==> config.mk <==
export PLATFORM = sky130hd
export DESIGN_NAME = fact_accel
export DESIGN_NICKNAME = d
export VERILOG_FILES = /design/src/rtl/fact_pkg.sv /design/src/rtl/fact_dp.sv /design/src/rtl/fact_accel.sv
export SDC_FILE = /design/constraint.sdc
export NUM_CORES = 1
export LEC_CHECK = 0
export BUFFER_PORTS_ARGS = -buffer_cell sky130_fd_sc_hd__clkbuf_2
export CAP_MARGIN = 0
export CORE_ASPECT_RATIO = 1.4
export CORE_UTILIZATION = 45
export DETAILED_ROUTE_END_ITERATION = 10
export GPL_ROUTABILITY_DRIVEN = 0
export PLACE_DENSITY = 0.68
export RECOVER_POWER = 50
export SYNTH_ARGS = -nofsm -noshare
export SYNTH_HDL_FRONTEND = slang
export SYNTH_SLANG_ARGS = --single-unit
==> constraint.sdc <==
create_clock -name clk -period 5.36 [get_ports clk]
set_clock_uncertainty 0.1 [all_clocks]
set_input_delay 1.072 -clock clk [delete_from_list [all_inputs] [get_ports clk]]
set_output_delay 1.072 -clock clk [all_outputs]
set_load 0.005 [all_outputs]
==> src/rtl/fact_pkg.sv <==
// Shared types and constants for the memory-mapped factorial accelerator.
package fact_pkg;

  // Control FSM states
  typedef enum logic [1:0] {
    StIdle = 2'd0,
    StLoad = 2'd1,
    StMult = 2'd2,
    StDone = 2'd3
  } fact_state_e;

  // Word offsets within the accelerator window (alu_out[3:2])
  localparam logic [1:0] OFF_N      = 2'd0;
  localparam logic [1:0] OFF_GO     = 2'd1;
  localparam logic [1:0] OFF_STATUS = 2'd2;
  localparam logic [1:0] OFF_RESULT = 2'd3;

  // Largest N whose factorial still fits in 32 bits
  localparam int unsigned MaxNDefault = 12;

  // Busy covers every state in which a run is in flight
  function automatic logic state_busy(input fact_state_e st);
    return (st == StLoad) || (st == StMult);
  endfunction

endpackage

==> src/rtl/fact_dp.sv <==
// Factorial datapath: down-counter, running product and the two compare flags
// the control FSM branches on.
module fact_dp
  import fact_pkg::*;
#(
  parameter int unsigned NW    = 4,
  parameter int unsigned MAX_N = MaxNDefault
) (
  input  logic          clk_i,
  input  logic          rst_ni,
  input  logic          load_i,     // cnt <= n, prod <= 1
  input  logic          step_i,     // prod <= prod * cnt, cnt <= cnt - 1
  input  logic [NW-1:0] n_i,
  output logic [31:0]   prod_o,
  output logic          cnt_le1_o,
  output logic          n_gt_max_o
);

  logic [NW-1:0] cnt_q, cnt_d;
  logic [31:0]   prod_q, prod_d;
  logic [31:0]   cnt_ext;
  logic [31:0]   n_ext;

  assign cnt_ext = {{(32-NW){1'b0}}, cnt_q};
  assign n_ext   = {{(32-NW){1'b0}}, n_i};

  // Next-state: load wins over step; otherwise hold
  always_comb begin
    cnt_d  = cnt_q;
    prod_d = prod_q;
    if (load_i) begin
      cnt_d  = n_i;
      prod_d = 32'd1;
    end else if (step_i) begin
      cnt_d  = cnt_q - NW'(1);
      prod_d = prod_q * cnt_ext;  // keep only the low 32 bits
    end
  end

  // Datapath registers; reset clears any partial product
  always_ff @(posedge clk_i or negedge rst_ni) begin
    if (!rst_ni) begin
      cnt_q  <= '0;
      prod_q <= '0;
    end else begin
      cnt_q  <= cnt_d;
      prod_q <= prod_d;
    end
  end

  // Compare flags seen by the FSM on the same cycle
  always_comb begin
    cnt_le1_o  = (cnt_q <= NW'(1));
    n_gt_max_o = (n_ext > MAX_N);
  end

  assign prod_o = prod_q;

endmodule

==> src/rtl/fact_accel.sv <==
// Memory-mapped iterative factorial accelerator on the core's data-memory port.
// Software writes N, writes GO, polls STATUS and then reads RESULT.
module fact_accel
  import fact_pkg::*;
#(
  parameter int unsigned NW    = 4,
  parameter int unsigned MAX_N = MaxNDefault
) (
  input  logic        clk,
  input  logic        rst,    // active-low, asynchronous
  input  logic        cs,
  input  logic        we,
  input  logic [1:0]  a,
  input  logic [31:0] wd,
  output logic [31:0] rd
);

  fact_state_e   state_q;
  logic [NW-1:0] n_q;
  logic [31:0]   result_q;
  logic          done_q;
  logic          err_q;

  logic          wr_en;
  logic          n_wr;
  logic          go_wr;
  logic          busy;
  logic          dp_load;
  logic          dp_step;
  logic [31:0]   prod;
  logic          cnt_le1;
  logic          n_gt_max;
  logic          unused_wd;

  // Bus decode: writes only take effect while selected
  always_comb begin
    wr_en   = cs && we;
    n_wr    = wr_en && (a == OFF_N);
    go_wr   = wr_en && (a == OFF_GO) && wd[0];
    busy    = state_busy(state_q);
    dp_load = (state_q == StLoad);
    dp_step = (state_q == StMult) && !cnt_le1;
  end

  // Upper write-data bits are not stored anywhere
  assign unused_wd = ^wd;

  // N register: writable at any time; a run uses the copy taken in LOAD
  always_ff @(posedge clk or negedge rst) begin
    if (!rst) begin
      n_q <= '0;
    end else if (n_wr) begin
      n_q <= wd[NW-1:0];
    end
  end

  // Control FSM with registered done/err/result
  always_ff @(posedge clk or negedge rst) begin
    if (!rst) begin
      state_q  <= StIdle;
      done_q   <= 1'b0;
      err_q    <= 1'b0;
      result_q <= '0;
    end else begin
      unique case (state_q)
        StIdle, StDone: begin
          if (go_wr) begin
            state_q <= StLoad;
            done_q  <= 1'b0;
            err_q   <= 1'b0;
          end
        end
        StLoad: begin
          if (n_gt_max) begin
            state_q  <= StDone;
            err_q    <= 1'b1;
            done_q   <= 1'b1;
            result_q <= '0;
          end else begin
            state_q <= StMult;
          end
        end
        StMult: begin
          if (cnt_le1) begin
            state_q  <= StDone;
            done_q   <= 1'b1;
            result_q <= prod;
          end
        end
        default: state_q <= StIdle;
      endcase
    end
  end

  fact_dp #(
    .NW    (NW),
    .MAX_N (MAX_N)
  ) u_dp (
    .clk_i      (clk),
    .rst_ni     (rst),
    .load_i     (dp_load),
    .step_i     (dp_step),
    .n_i        (n_q),
    .prod_o     (prod),
    .cnt_le1_o  (cnt_le1),
    .n_gt_max_o (n_gt_max)
  );

  // Combinational read mux; zero when not selected
  always_comb begin
    rd = '0;
    if (cs) begin
      unique case (a)
        OFF_N:      rd = {{(32-NW){1'b0}}, n_q};
        OFF_GO:     rd = {31'b0, busy};
        OFF_STATUS: rd = {30'b0, err_q, done_q};
        OFF_RESULT: rd = result_q;
        default:    rd = '0;
      endcase
    end
  end

endmodule

==> results of run 1 <==
## through the flow
stage / instances / hold WS, ns / util [%] / worst slack, ns / area (um^2)
after floorplan: 888 / 0.342 / - / 1.43 / 7250
after global placement: 1091 / 0.352 / 48.5 / 1.01 / 7600
after detailed placement: 1091 / 0.362 / 48.5 / 0.959 / 7600
after CTS: 1107 / 0.376 / 50.2 / 0.937 / 7860
after global routing: 1107 / 0.403 / 50.1 / 0.682 / 7850
final: 1107 / 0.366 / 50.1 / 0.910 / 7850
## worst max-delay path, cell delays in order, from the launching register on
cell and delay (ns):
sky130_fd_sc_hd__dfrtp_1 0.67, sky130_fd_sc_hd__buf_4 0.35, sky130_fd_sc_hd__and2_1 0.18, sky130_fd_sc_hd__fa_1 0.54, sky130_fd_sc_hd__inv_1 0.06, sky130_fd_sc_hd__fa_1 0.53
sky130_fd_sc_hd__inv_1 0.04, sky130_fd_sc_hd__ha_1 0.36, sky130_fd_sc_hd__a21oi_1 0.28, sky130_fd_sc_hd__o21ai_0 0.17, sky130_fd_sc_hd__a221oi_1 0.29, sky130_fd_sc_hd__o31a_1 0.30
sky130_fd_sc_hd__nor3_2 0.07, sky130_fd_sc_hd__mux2_1 0.32, sky130_fd_sc_hd__o22ai_2 0.09
## registers in the layout, summed over array words and instances, names as in the netlist
register	cells
result_q	32
u_dp.prod_o	32
n_q	4
u_dp.cnt_q	4
state_q	2
done_q	1
err_q	1
## area by class of cell
cell class	instances	area, um^2
clock inverters	1	7.51
clock buffers	15	258
fillers	1535	7830
inverters	118	443
multi-input cells	651	4730
well taps	196	245
flip-flops and latches	76	1900
repair buffers	50	259
## how the worst max path moves through the flow
stage	endpoint	slack, ns	cells after the start
after detailed placement	u_dp.prod_o[28]	0.96	12
after CTS	u_dp.prod_o[28]	0.94	12
after global placement	u_dp.prod_o[28]	1.01	12
final	u_dp.prod_o[30]	0.91	14
after floorplan	u_dp.prod_o[30]	1.43	15
after global routing	u_dp.prod_o[28]	0.68	12
## per-layer routing
layer / wire [um] / up-vias
met5: 0 / -
met3: 458 / 22
met1: 7530 / 2835
met4: 227 / 0
met2: 8460 / 116
li1: - / 2868
## logic make-up after synthesis
group / Yosys count
simple gates: 344
compound gates: 173
buf+inv: 161
fa+ha+maj: 93
flops: 76
xor+xnor: 32
mux: 9
## synthesized netlist by cell type (all sizes together) (2+ instances only)
library cell and number:
buf 6, a2111o 2, nand4 7, o21a 4, mux2i 2, nand2b 2, a21o 10, o221ai 2
or3 3, ha 36, dfrtp 76, nor2 22, inv 118, a211oi 4, and2 116, o21ai 75
o21bai 5, a41oi 2, o22ai 2, or4 2, mux2 6, and3 2, nor3 4, a21oi 49
xor2 9, nor2b 2, a21boi 2, o31ai 3, fa 57, xnor2 23, nand3 10, clkbuf 37
nand2 173, o31a 2, o211a 2
## layout by cell type (no fill, tap or decap), drive strengths merged, types with 9 or more instances in the layout
| cell | count |
|---|---|
| nand2 | 173 |
| inv | 118 |
| and2 | 116 |
| dfrtp | 76 |
| o21ai | 75 |
| clkbuf | 59 |
| fa | 57 |
| a21oi | 49 |
| ha | 36 |
| xnor2 | 23 |
| nor2 | 22 |
| a21o | 10 |
| nand3 | 10 |
| xor2 | 9 |
==> results, run 1 <==
- The flow ran to the end, but the final reports show violations.
- The final reports fail on capacitance limit, slew limit.
- In this run, synthesis inferred 0 flip-flops with an integrated enable.
- CTS saw 76 sinks.
- The H-tree level count is 3.
- The first detailed-routing pass ran for 5 iterations.
- The horizontal die dimension is 109 um.
- Compared with the post-synthesis result, the final layout area differs by 8.25%.
- The die covers 16,600 um^2.
- Global routing used 28.8% of the available met1 tracks.
- The vertical die dimension is 152 um.
- The number of hold buffers added after cts is 0.
- The overall routing resource usage is 21.7%.
- The average via count per standard cell is 5.28.
- The endpoint identified for the worst register-to-register timing path is u_dp.prod_o[30].
- Headroom to the max-slew limit came out at -30.7%.
- The synthesized netlist contains 57 unique library cells.
- The hold path depth is 2.
- The wire length of the first global-routing pass is 28.5 mm.
- The final-report hold violation count was 0.
- The number of nets in the synthesized netlist is 1,019.
- The endpoint kind of the worst setup timing path is a flop.
- Global routing used 37.1% of the available met2 tracks.
- The total setup buffers inserted after CTS is 0.
- The summed negative setup slack over all endpoints is 0 ns.
- In this run the standard cell core region covers roughly 16,000 um^2.
- Among all flip-flop cells after synthesis, the most frequent one is sky130_fd_sc_hd__dfrtp_1.
- The share of cells above drive strength 1 is about 8.5%.
- The worst register-to-register path has a setup slack of 0.91 ns.
- The mean area per synthesized cell is 8.16 um^2.
- By area the synthesized netlist is led by sky130_fd_sc_hd__dfrtp_1 26%, sky130_fd_sc_hd__fa_1 16%, sky130_fd_sc_hd__and2_1 10%.
- TritonCTS built the clock tree.
- The top-area cell type share of the netlist area is 26.2%.
- Setup repair after global routing left no endpoint under its margin.
- The clock insertion delay at the later pin of the skew report is 0.34 ns.
- The count of nets left with antenna violations once routing finished came out at 0.
- Multiplexer cells account for 1.52% of the synthesized area.
- Of all cell types, the one taking the most synthesized area is sky130_fd_sc_hd__dfrtp_1.
- Of the total synthesized cell area, the portion taken by full adders, half adders and majority gates is 22.0%.
- By startpoint and endpoint, the worst setup path is classified as flop to flop.
- The part of the Yosys area used for sequential elements is 26.2%.
- The count of buffers from port buffering is 41.
- By area, the combinational part of the netlist is dominated by simple AND/OR/NAND/NOR gates.
- The initial antenna violation count is 0.
- Once the floorplan was initialized, standard cells occupied between 40% and 50% of the core.
- The number of vias after detailed routing is 5,841.
- Timing would allow up to 225 MHz.
- The slew of the pin with the lowest slew margin is 1.96 ns.
- During synthesis, Yosys emitted a total of 0 warnings.
- The number of antenna diodes in the final layout is 0.
- The depth of the most critical reg-to-reg path is 14.
- Entering global routing, the biggest net connects 77 pins.
- The hold path startpoint is result_q[27].
- The count of endpoints failing setup in the final report is 0.
- After detailed routing, the number of remaining DRC violations is 0.
- The critical path startpoint category is a flop.
- The floorplan has 54 rows.
- Counting flops and latches in the post-synthesis netlist gives 76.
- The number of global-route vias before repair came to 5,740.
- The reg-to-reg critical path startpoint is u_dp.cnt_q[3].
- Along the worst path, the maximum fanout reaches 18.
- After synthesis the cells add up to 7250 um^2.
- The final layout contains 1,037 nets.
- For the worst setup path, the data required time is between 5 and 6 ns.
- The worst setup path startpoint is u_dp.cnt_q[3].
- The critical path data arrival time is 4.60 ns.
- The final critical path time including I/O delays and setup is roughly 4.5 ns.
- The async set-reset flop share out of synthesis is 100%.
- The final-report max-slew violation count came to 77.
- The synthesized netlist devotes 3.87% of its cell area to XOR and XNOR gates.
- The total routed wirelength is 16.7 mm.
- The CTS buffer count is 9.
- The fraction of the mapped netlist area in simple logic gates is 23.0%.
- The clock transition at the registers of the reported paths is 0.06 ns.
- For hold timing, the worst endpoint is result_q[27].
- The busiest layer in global routing is met2.
- The starting DRC count in detailed routing is about 380.
- Dividing the final minimum period by the clock period gives between 80% and 90%.
- Max-cap violations in this run came to 1.
- The I/O pin total is 70.
- In the final routed layout, each cell accounts on average for 15.1 um.
- The largest buffer count on any clock path is 2.
- The quantity of gates resized following cts is 0.
- For met3 alone, demand over resource in global routing was 2.05%.
- The tree is rooted in a sky130_fd_sc_hd__clkbuf_16.
- The estimated wirelength of the detail-placed design is 11.8 mm.
- The worst hold-check path type is flop to flop.
- Synthesis produced 888 cells.
- Summing the areas of all compound-gate instances in the mapped netlist gives ~15% of the synthesized area.
- The total grt overflow is 0.
Power of run 1 is left out: the tool's default activity adds up to more than one toggle a clock period on the data nets, which glitch-free logic cannot reach.
==> inputs of run 2 (changes only) <==
Settings changed: ABC_AREA set to 1.
Clock period 5.36 ns to 4.3 ns, I/O delays scaled along.
==> run 2 against run 1 <==
  * The flow still finishes with violations (capacitance limit, slew limit)
  * Synthesized area rose by 12%
  * Worst setup slack got worse by 0.54 ns
  * Maximum frequency rose by 13%
  * Largest cell class unchanged
==> results, run 2 <==
- The count of buffers from port buffering is 41.
- In this run the post-CTS setup repair buffer count came out at 0.
- In this run the core area contains 57 standard-cell rows.
- The number of global-route vias before repair is about 7.2k.
- The number of hold buffers added after cts is 0.
- The pin count of the biggest net entering global routing is 77.
- The area of the mapped netlist is 8150 um^2.
- The proportion of power drawn by flip-flops and latches is about a quarter.
- The internal power of the cells totals about 2.4 mW.
- By area the synthesized netlist is led by sky130_fd_sc_hd__dfrtp_1 23%, sky130_fd_sc_hd__nand2_1 18%, sky130_fd_sc_hd__inv_1 15%.
- The minimum setup slack in the final design is 0.369 ns.
- At the end of the flow the core is filled with cells to 50.3%.
- The part of the total power dissipated in combinational logic is 56.5%.
- In this run the horizontal extent of the chip is between 100 and 150 um.
- The prevailing post-synth register cell is sky130_fd_sc_hd__dfrtp_1.
- The TritonCTS clock tree is yes.
- For this configuration, the core starts out at a cell density of about 46%.
- In the final timing run, aggregate negative setup slack is 0 ns.
- The total nets after synthesis is 1,355.
- The worst pin sits at a relative slew slack of -34.8%.
- The share of cells above drive strength 1 is 9.63%.
- The relative contribution of the clock network to total power is 17.4%.
- The net switching power of the design is ~2.5 mW.
- The estimated wirelength of the detail-placed design is 15.2 mm.
- The startpoint identified for the worst register-to-register timing path is u_dp.cnt_q[2].
- The count of endpoints failing setup in the final report is 0.
- The final-report hold violation count was 0.
- Using the TritonRoute via totals, the vias-per-cell ratio works out to 4.88.
- The wire length of the first global-routing pass is about 34 mm.
- The switching portion of total power is 51.4%.
- The net count of the finished layout is 1,384.
- The async set-reset flop share out of synthesis is 100%.
- In this run the worst path has a maximum fanout of 15.
- The leakage power is 5.41 nW.
- The tree is rooted in a sky130_fd_sc_hd__clkbuf_16.
- The clock insertion delay at the later pin of the skew report is 0.34 ns.
- The worst hold-check path type is flop to flop.
- The data required time at the worst endpoint is approximately 4.4 ns.
- The routed design has 19.8 mm of wire.
- The antenna diode instance count is 0.
- The post-synthesis register bit count is 76.
- The H-tree was split into 3 levels.
- Counting the fill cells in the layout gives ~1.8k.
- The worst setup path is captured at a flop.
- The library cells used most frequently in the layout, excluding fill and tap cells, are 389 x sky130_fd_sc_hd__nand2_1, 331 x sky130_fd_sc_hd__inv_1, 76 x sky130_fd_sc_hd__dfrtp_1, 72 x sky130_fd_sc_hd__nor2_1, 62 x sky130_fd_sc_hd__nand3_1.
- Setup repair after global routing left no endpoint under its margin.
- The hold path startpoint is result_q[1].
- The mean area per synthesized cell is approximately 6.7 um^2.
- The type of the worst setup path is flop to flop.
- The most common cell after layout, fill and taps aside is sky130_fd_sc_hd__nand2_1.
- The critical path data arrival time is approximately 4 ns.
- The first routing iteration left 473 violations.
- Subtracting the final worst setup slack from the clock period gives 3.93 ns.
- Timing analysis after detailed placement gives a worst setup slack of approximately 0.45 ns.
- For this run the aggregate overflow at the end of global routing stands at 0.
- For the pin with the worst max-slew slack, the measured transition is slightly above 2 ns.
- The capture instance of the worst register-to-register path is u_dp.prod_o[30].
- The first detailed-routing pass took 7 iterations.
- The largest buffer count on any clock path is 2.
- The part of the Yosys area used for sequential elements is 23.3%.
- After clock tree synthesis, the repair step resized 0 gates.
- In the final routed layout, each cell accounts on average for 13.3 um.
- For this run, the number of Yosys warnings is 0.
- Sorting the synthesized cells by how often they occur yields 388 x sky130_fd_sc_hd__nand2_1, 331 x sky130_fd_sc_hd__inv_1, 76 x sky130_fd_sc_hd__dfrtp_1.
- The worst register-to-register path has a setup slack of 0.37 ns.
- The synthesis-to-layout area growth is 8.42%.
- The top-area cell type share of the netlist area is 23.3%.
- The total power density per cell area is roughly 560 nW/um^2.
- The number of nets with antenna violations after routing is 0.
- The number of sinks driven by the clock tree is 76.
- The placeable core region is approximately 18,000 um^2.
- The maximum vdd ir drop is 0.273 mV.
- Based on the critical path, the design can be clocked at up to around 250 MHz.
- The initial antenna violation count is 0.
- The number of enable flip-flop cells after synthesis is 0.
- The hold path depth is 2.
- Measured along the y axis, the die boundary spans 161 um.
- In this run, CTS created clock tree buffers numbering 9.
- Global routing consumed, over all layers together, 22.8% of the routing resources.
- The library cell with the highest instance count after synthesis is sky130_fd_sc_hd__nand2_1.
- Clock-pin slew was measured on the worst setup and hold paths at 0.06 ns.
- In the routed design, unresolved DRC markers number 0.
- The checks that failed: capacitance limit, slew limit.
- Max-cap violations in this run came to 2.
- The instance count of the mapped netlist is 1,224.
- The critical path startpoint category is a flop.
- Dividing the final minimum period by the clock period gives about nine tenths.
- The final-report max-slew violation count is 107.
- The area enclosed by the die boundary is approximately 19,000 um^2.
- The number of vias after detailed routing is between 7k and 8k.
- The largest total area in the synthesized netlist belongs to sky130_fd_sc_hd__dfrtp_1.
- Counting distinct cell types in the post-synthesis netlist gives between 40 and 50.
- The run finished, with violations left.
- The sink of the worst hold path is result_q[1].
- The depth of the most critical reg-to-reg path is 13.
- 70 I/O pins were placed.
==> run 2: cell count changes in the layout (fill, tap and decap cells not counted), moves of 16 or more <==
cell / delta
sky130_fd_sc_hd__nand3_1: +53
sky130_fd_sc_hd__nand3_2: +21
sky130_fd_sc_hd__o21ai_0: -51
sky130_fd_sc_hd__inv_1: +213
sky130_fd_sc_hd__xnor2_1: -21
sky130_fd_sc_hd__nor2_1: +50
sky130_fd_sc_hd__and2_1: -113
sky130_fd_sc_hd__o21ai_2: +16
sky130_fd_sc_hd__nand2_1: +217
==> run 2: critical path: stages, from the launching register on <==
cell and delay [ns]:
sky130_fd_sc_hd__dfrtp_1 0.78, sky130_fd_sc_hd__nand2_1 0.16, sky130_fd_sc_hd__fa_1 0.52, sky130_fd_sc_hd__fa_1 0.57
sky130_fd_sc_hd__inv_1 0.08, sky130_fd_sc_hd__fa_1 0.52, sky130_fd_sc_hd__nand3_1 0.10, sky130_fd_sc_hd__nand3_1 0.19
sky130_fd_sc_hd__nand3_1 0.12, sky130_fd_sc_hd__nand3_1 0.23, sky130_fd_sc_hd__nand2_1 0.19, sky130_fd_sc_hd__nand3_1 0.09
sky130_fd_sc_hd__nand3_1 0.09, sky130_fd_sc_hd__nand2_1 0.07
==> run 2: layout make-up <==
type	count	area, um^2	share of cell area [%]
clock buffer	10	239	2.71
multi-input combinational	778	4750	53.7
sequential	76	1900	21.5
timing repair buffer	53	307	3.47
inverter	335	1260	14.2
clock inverter	5	85.1	0.963
tap	236	295	3.34
==> run 2: layer usage <==
metal,GRT usage [%],share of wire (%),vias to the layer above
met4,8.10,3.0,0
met2,42.0,51,131
met3,2.44,2.6,38
met1,27.0,43,3456
met5,0,0,-
li1,-,-,3655
==> run 2: power groups by stage <==
stage | Sequential (mW) | Clock [mW] | Combinational (mW)
floorplan | 1.13 | 0 | 2.36
global placement | 1.28 | 0 | 2.77
detailed placement | 1.29 | 0 | 2.84
CTS | 1.28 | 0.866 | 2.87
global route | 1.32 | 0.894 | 3.17
finish | 1.28 | 0.853 | 2.77
==> run 2: cell families (layout without fill, tap and decap cells) <==
group	count (synthesis)	count (layout)	synth area share (%)
AO/OA/AOI/OAI	104	104	8.17
adder cells (fa/ha/maj)	93	93	19.5
buffers and inverters	370	403	17.8
XOR/XNOR	4	4	0.430
AND/OR/NAND/NOR	574	574	30.3
multiplexers	3	3	0.415
flip-flops	76	76	23.3
==> run 2: how the worst max path moves through the flow <==
stage                        startpoint              end
after global placement    u_dp.cnt_q[3]  u_dp.prod_o[30]
after detailed placement  u_dp.cnt_q[2]  u_dp.prod_o[29]
after CTS                 u_dp.cnt_q[2]  u_dp.prod_o[30]
after floorplan           u_dp.cnt_q[3]   u_dp.prod_o[6]
after global routing      u_dp.cnt_q[3]  u_dp.prod_o[31]
final                     u_dp.cnt_q[2]  u_dp.prod_o[30]
==> run 2: metrics by stage <==
step / power [mW] / instance area [um^2] / hold slack, ns / instances
global placement: 4.05 / 8560 / 0.365 / 1478
global route: 5.38 / 8830 / 0.396 / 1493
detailed placement: 4.14 / 8560 / 0.368 / 1478
finish: 4.91 / 8830 / 0.383 / 1493
CTS: 5.01 / 8880 / 0.384 / 1493
floorplan: 3.49 / 8150 / 0.349 / 1224
Power figures use the tool's default switching activity.
==> inputs of run 3 (changes only) <==
Settings changed: RECOVER_POWER 50 to 25.
==> run 3 against run 2 <==
  * The run still ends with capacitance limit, slew limit left
  * Via count is essentially flat
  * Power grew 1.5%
  * Clock power is essentially flat
  * Design area grew 0.54%
  * Cell count is the same
  * Global-route usage is the same
  * First-iteration DRC count shrank 5.7%
  * Critical path type unchanged
==> results, run 3 (synthesis gave the netlist of run 2 again) <==
- The minimum setup slack in the final design is roughly 0.35 ns.
- The starting DRC count in detailed routing is 446.
- The synthesis-to-layout area growth is 9.00%.
- The checks that failed: capacitance limit, slew limit.
- The number of antenna diodes in the final layout is 0.
- For the worst setup path, the data required time is ~4.4 ns.
- Summing all placed instances gives a cell area of 8560 um^2.
- Of all nets on the critical path, the largest fanout is 15.
- The hold path startpoint is result_q[1].
- The number of hold buffers added after CTS was 0.
- The endpoint kind of the worst setup timing path is a flop.
- The internal power is 2.41 mW.
- The effective utilization at floorplan is 46.4%.
- The critical path startpoint category is a flop.
- The net switching power of the design is 2.57 mW.
- The TritonCTS clock tree is yes.
- The final-report max-slew violation count is 77.
- Combinational logic burns 57.1% of the power.
- The pin count of the biggest net entering global routing is 77.
- The initial antenna violation count is 0.
- Detailed placement finished with a half-perimeter wire length of 15.2 mm.
- The root buffer selected by CTS is sky130_fd_sc_hd__clkbuf_16.
- The depth of the most critical reg-to-reg path is 13.
- The maximum vdd ir drop is 0.273 mV.
- The post-route netlist has 10.2% of its cells at a drive strength greater than 1.
- The detailed-routing iteration count for the pre-antenna-repair pass is 7.
- The number of sinks driven by the clock tree is between 70 and 80.
- The path class of the tightest hold or removal check is flop to flop.
- For this block, the routed nets add up to 19.8 mm of wire.
- The cell that appears most often on the critical path is sky130_fd_sc_hd__nand3_1.
- In the layout the commonest cells are 388 x sky130_fd_sc_hd__nand2_1, 331 x sky130_fd_sc_hd__inv_1, 76 x sky130_fd_sc_hd__dfrtp_1, 72 x sky130_fd_sc_hd__nor2_1, 62 x sky130_fd_sc_hd__nand3_1.
- The type of the worst setup path is flop to flop.
- The I/O pin total is 70.
- The count of buffers from port buffering is 41.
- The critical path data arrival time is 4.07 ns.
- The count of nets left with antenna violations once routing finished came out at 0.
- The DRC violation count after routing is 0.
- Global routing used 2.44% of the available met3 tracks.
- The clock transition at the registers of the reported paths is around 0.060 ns.
- The final-report hold violation count was 0.
- The fraction of the core area covered by cells at the end of the flow is 50.6%.
- In this run the standard cell core region covers 17,500 um^2.
- The count of standard-cell rows is 57.
- Global routing consumed, over all layers together, around 23% of the routing resources.
- The reg-to-reg critical path startpoint is u_dp.cnt_q[2].
- The path with the worst hold slack has its endpoint at result_q[1].
- The hold path depth is 2.
- The net count of the finished layout is 1,384.
- Among all stages on the critical path, the largest delay is contributed by sky130_fd_sc_hd__dfrtp_1.
- The family of cells with the greatest summed delay on the critical path is adder cells.
- The number of setup buffers added after CTS is 0.
- Timing would allow up to approximately 250 MHz.
- The average wire length per cell after detail routing is 13.2 um.
- From bottom edge to top edge, the die measures around 160 um.
- The number of buffer and inverter stages on the critical path is 1.
- The total grt overflow is 0.
- The clock network is responsible for 17.1% of the overall power.
- For met2 alone, demand over resource in global routing was 42.0%.
- Summing over every cut layer, the via total after detailed routing is 7,275.
- The capture instance of the worst register-to-register path is u_dp.prod_o[30].
- The critical path goes through nand2_1 -> fa_1 -> fa_1 -> inv_1 -> fa_1 -> nand3_1 -> nand3_1 -> nand3_1 -> nand3_1 -> nand2_1 -> nand3_1 -> nand3_1 -> nand2_1.
- Once the clock tree was built, the resizer swapped 0 gates to a different size.
- The setup slack at placement is about 0.45 ns.
- The post-route cell area is 8880 um^2.
- The most common cell after layout, fill and taps aside is sky130_fd_sc_hd__nand2_1.
- In this design, the stage delay of the slowest critical-path cell is ~0.8 ns.
- The largest buffer count on any clock path is 2.
- Per report_power, the sequential group accounts for 25.8% of the total.
- The H-tree level count is 3.
- The clock insertion delay at the later pin of the skew report is between 0.3 and 0.4 ns.
- The relative max-transition margin is -35.1%.
- Setup repair after global routing left no endpoint under its margin.
- The reg-to-reg setup timing slack is 0.35 ns.
- Setup total negative slack on the finished layout was measured at 0 ns.
- The number of global-route vias before repair was around 7k.
- Global routing consumed, on the met1 layer, 27.0% of the routing resources.
- The floorplan step set the die width to 116 um.
- The slew of the pin with the lowest slew margin is 2.03 ns.
- The worst path needs 3.95 ns of the cycle, external delays included.
- The total power density per cell area is approximately 560 nW/um^2.
- The wire length of the first global-routing pass is roughly 34 mm.
- Setup violations remaining at the end of the flow were counted as 0.
- The die covers 18,700 um^2.
- The leakage power is 5.43 nW.
- After global routing, the most crowded layer is met2.
- After layout, the worst path uses 91.8% of the clock period.
- After detailed routing, the number of vias per cell comes to 4.87.
- The worst hold-check slack is 0.379 ns.
- In this run switching power makes up 51.6% of total power.
- The flow ran to the end, but the final reports show violations.
- The max-cap check violation count is 1.
- The CTS buffer count is 9.
[run 3: changes by cell type in the layout (fill, tap and decap cells not counted), sizes merged]
| cell | previous run | this run |
|---|---|---|
| clkinv | 2 | 1 |
| inv | 335 | 336 |
[run 3: layer usage]
| layer | up-vias | routed length, um |
|---|---|---|
| li1 | 3655 | - |
| met1 | 3451 | 8540 |
| met2 | 131 | 10100 |
| met3 | 38 | 512 |
| met4 | 0 | 594 |
| met5 | - | 0 |
[run 3: how the worst max path moves through the flow]
stage	slack (ns)	to	from	cells past startpoint
6_report	0.35	u_dp.prod_o[30]	u_dp.cnt_q[2]	13
5_1_grt	0.18	u_dp.prod_o[31]	u_dp.cnt_q[3]	18
4_1_cts	0.41	u_dp.prod_o[30]	u_dp.cnt_q[2]	13
3_5_place_dp	0.45	u_dp.prod_o[29]	u_dp.cnt_q[2]	18
3_3_place_gp	0.49	u_dp.prod_o[30]	u_dp.cnt_q[3]	16
2_1_floorplan	0.71	u_dp.prod_o[6]	u_dp.cnt_q[3]	12
[run 3: worst reg2reg max path, delay by kind of cell (launching register included)]
family / cells / cell delay (ns)
buffers and inverters: 1 / 0.08
AND/OR/NAND/NOR: 9 / 1.25
flip-flops: 1 / 0.79
adder cells (fa/ha/maj): 3 / 1.61
[run 3: cell type report]
type / instances / area (um^2)
Clock buffer: 10 / 239
Clock inverter: 5 / 85.1
Timing Repair Buffer: 53 / 307
Sequential cell: 76 / 1900
Inverter: 335 / 1260
Multi-Input combinational cell: 778 / 4790
Fill cell: 1808 / 8670
Tap cell: 236 / 295
[run 3: stage by stage]
step           power [mW]  instances
4_1_cts              5.01       1493
3_3_place_gp         4.05       1478
2_1_floorplan        3.49       1224
6_report             4.98       1493
3_5_place_dp         4.14       1478
5_1_grt              5.45       1493
[run 3: power by group through the flow]
stage          Combinational [mW]  Sequential (mW)  Clock (mW)
6_report                     2.84             1.28       0.853
5_1_grt                      3.24             1.32       0.894
3_3_place_gp                 2.77             1.28           0
2_1_floorplan                2.36             1.13           0
4_1_cts                      2.87             1.28       0.866
3_5_place_dp                 2.84             1.29           0
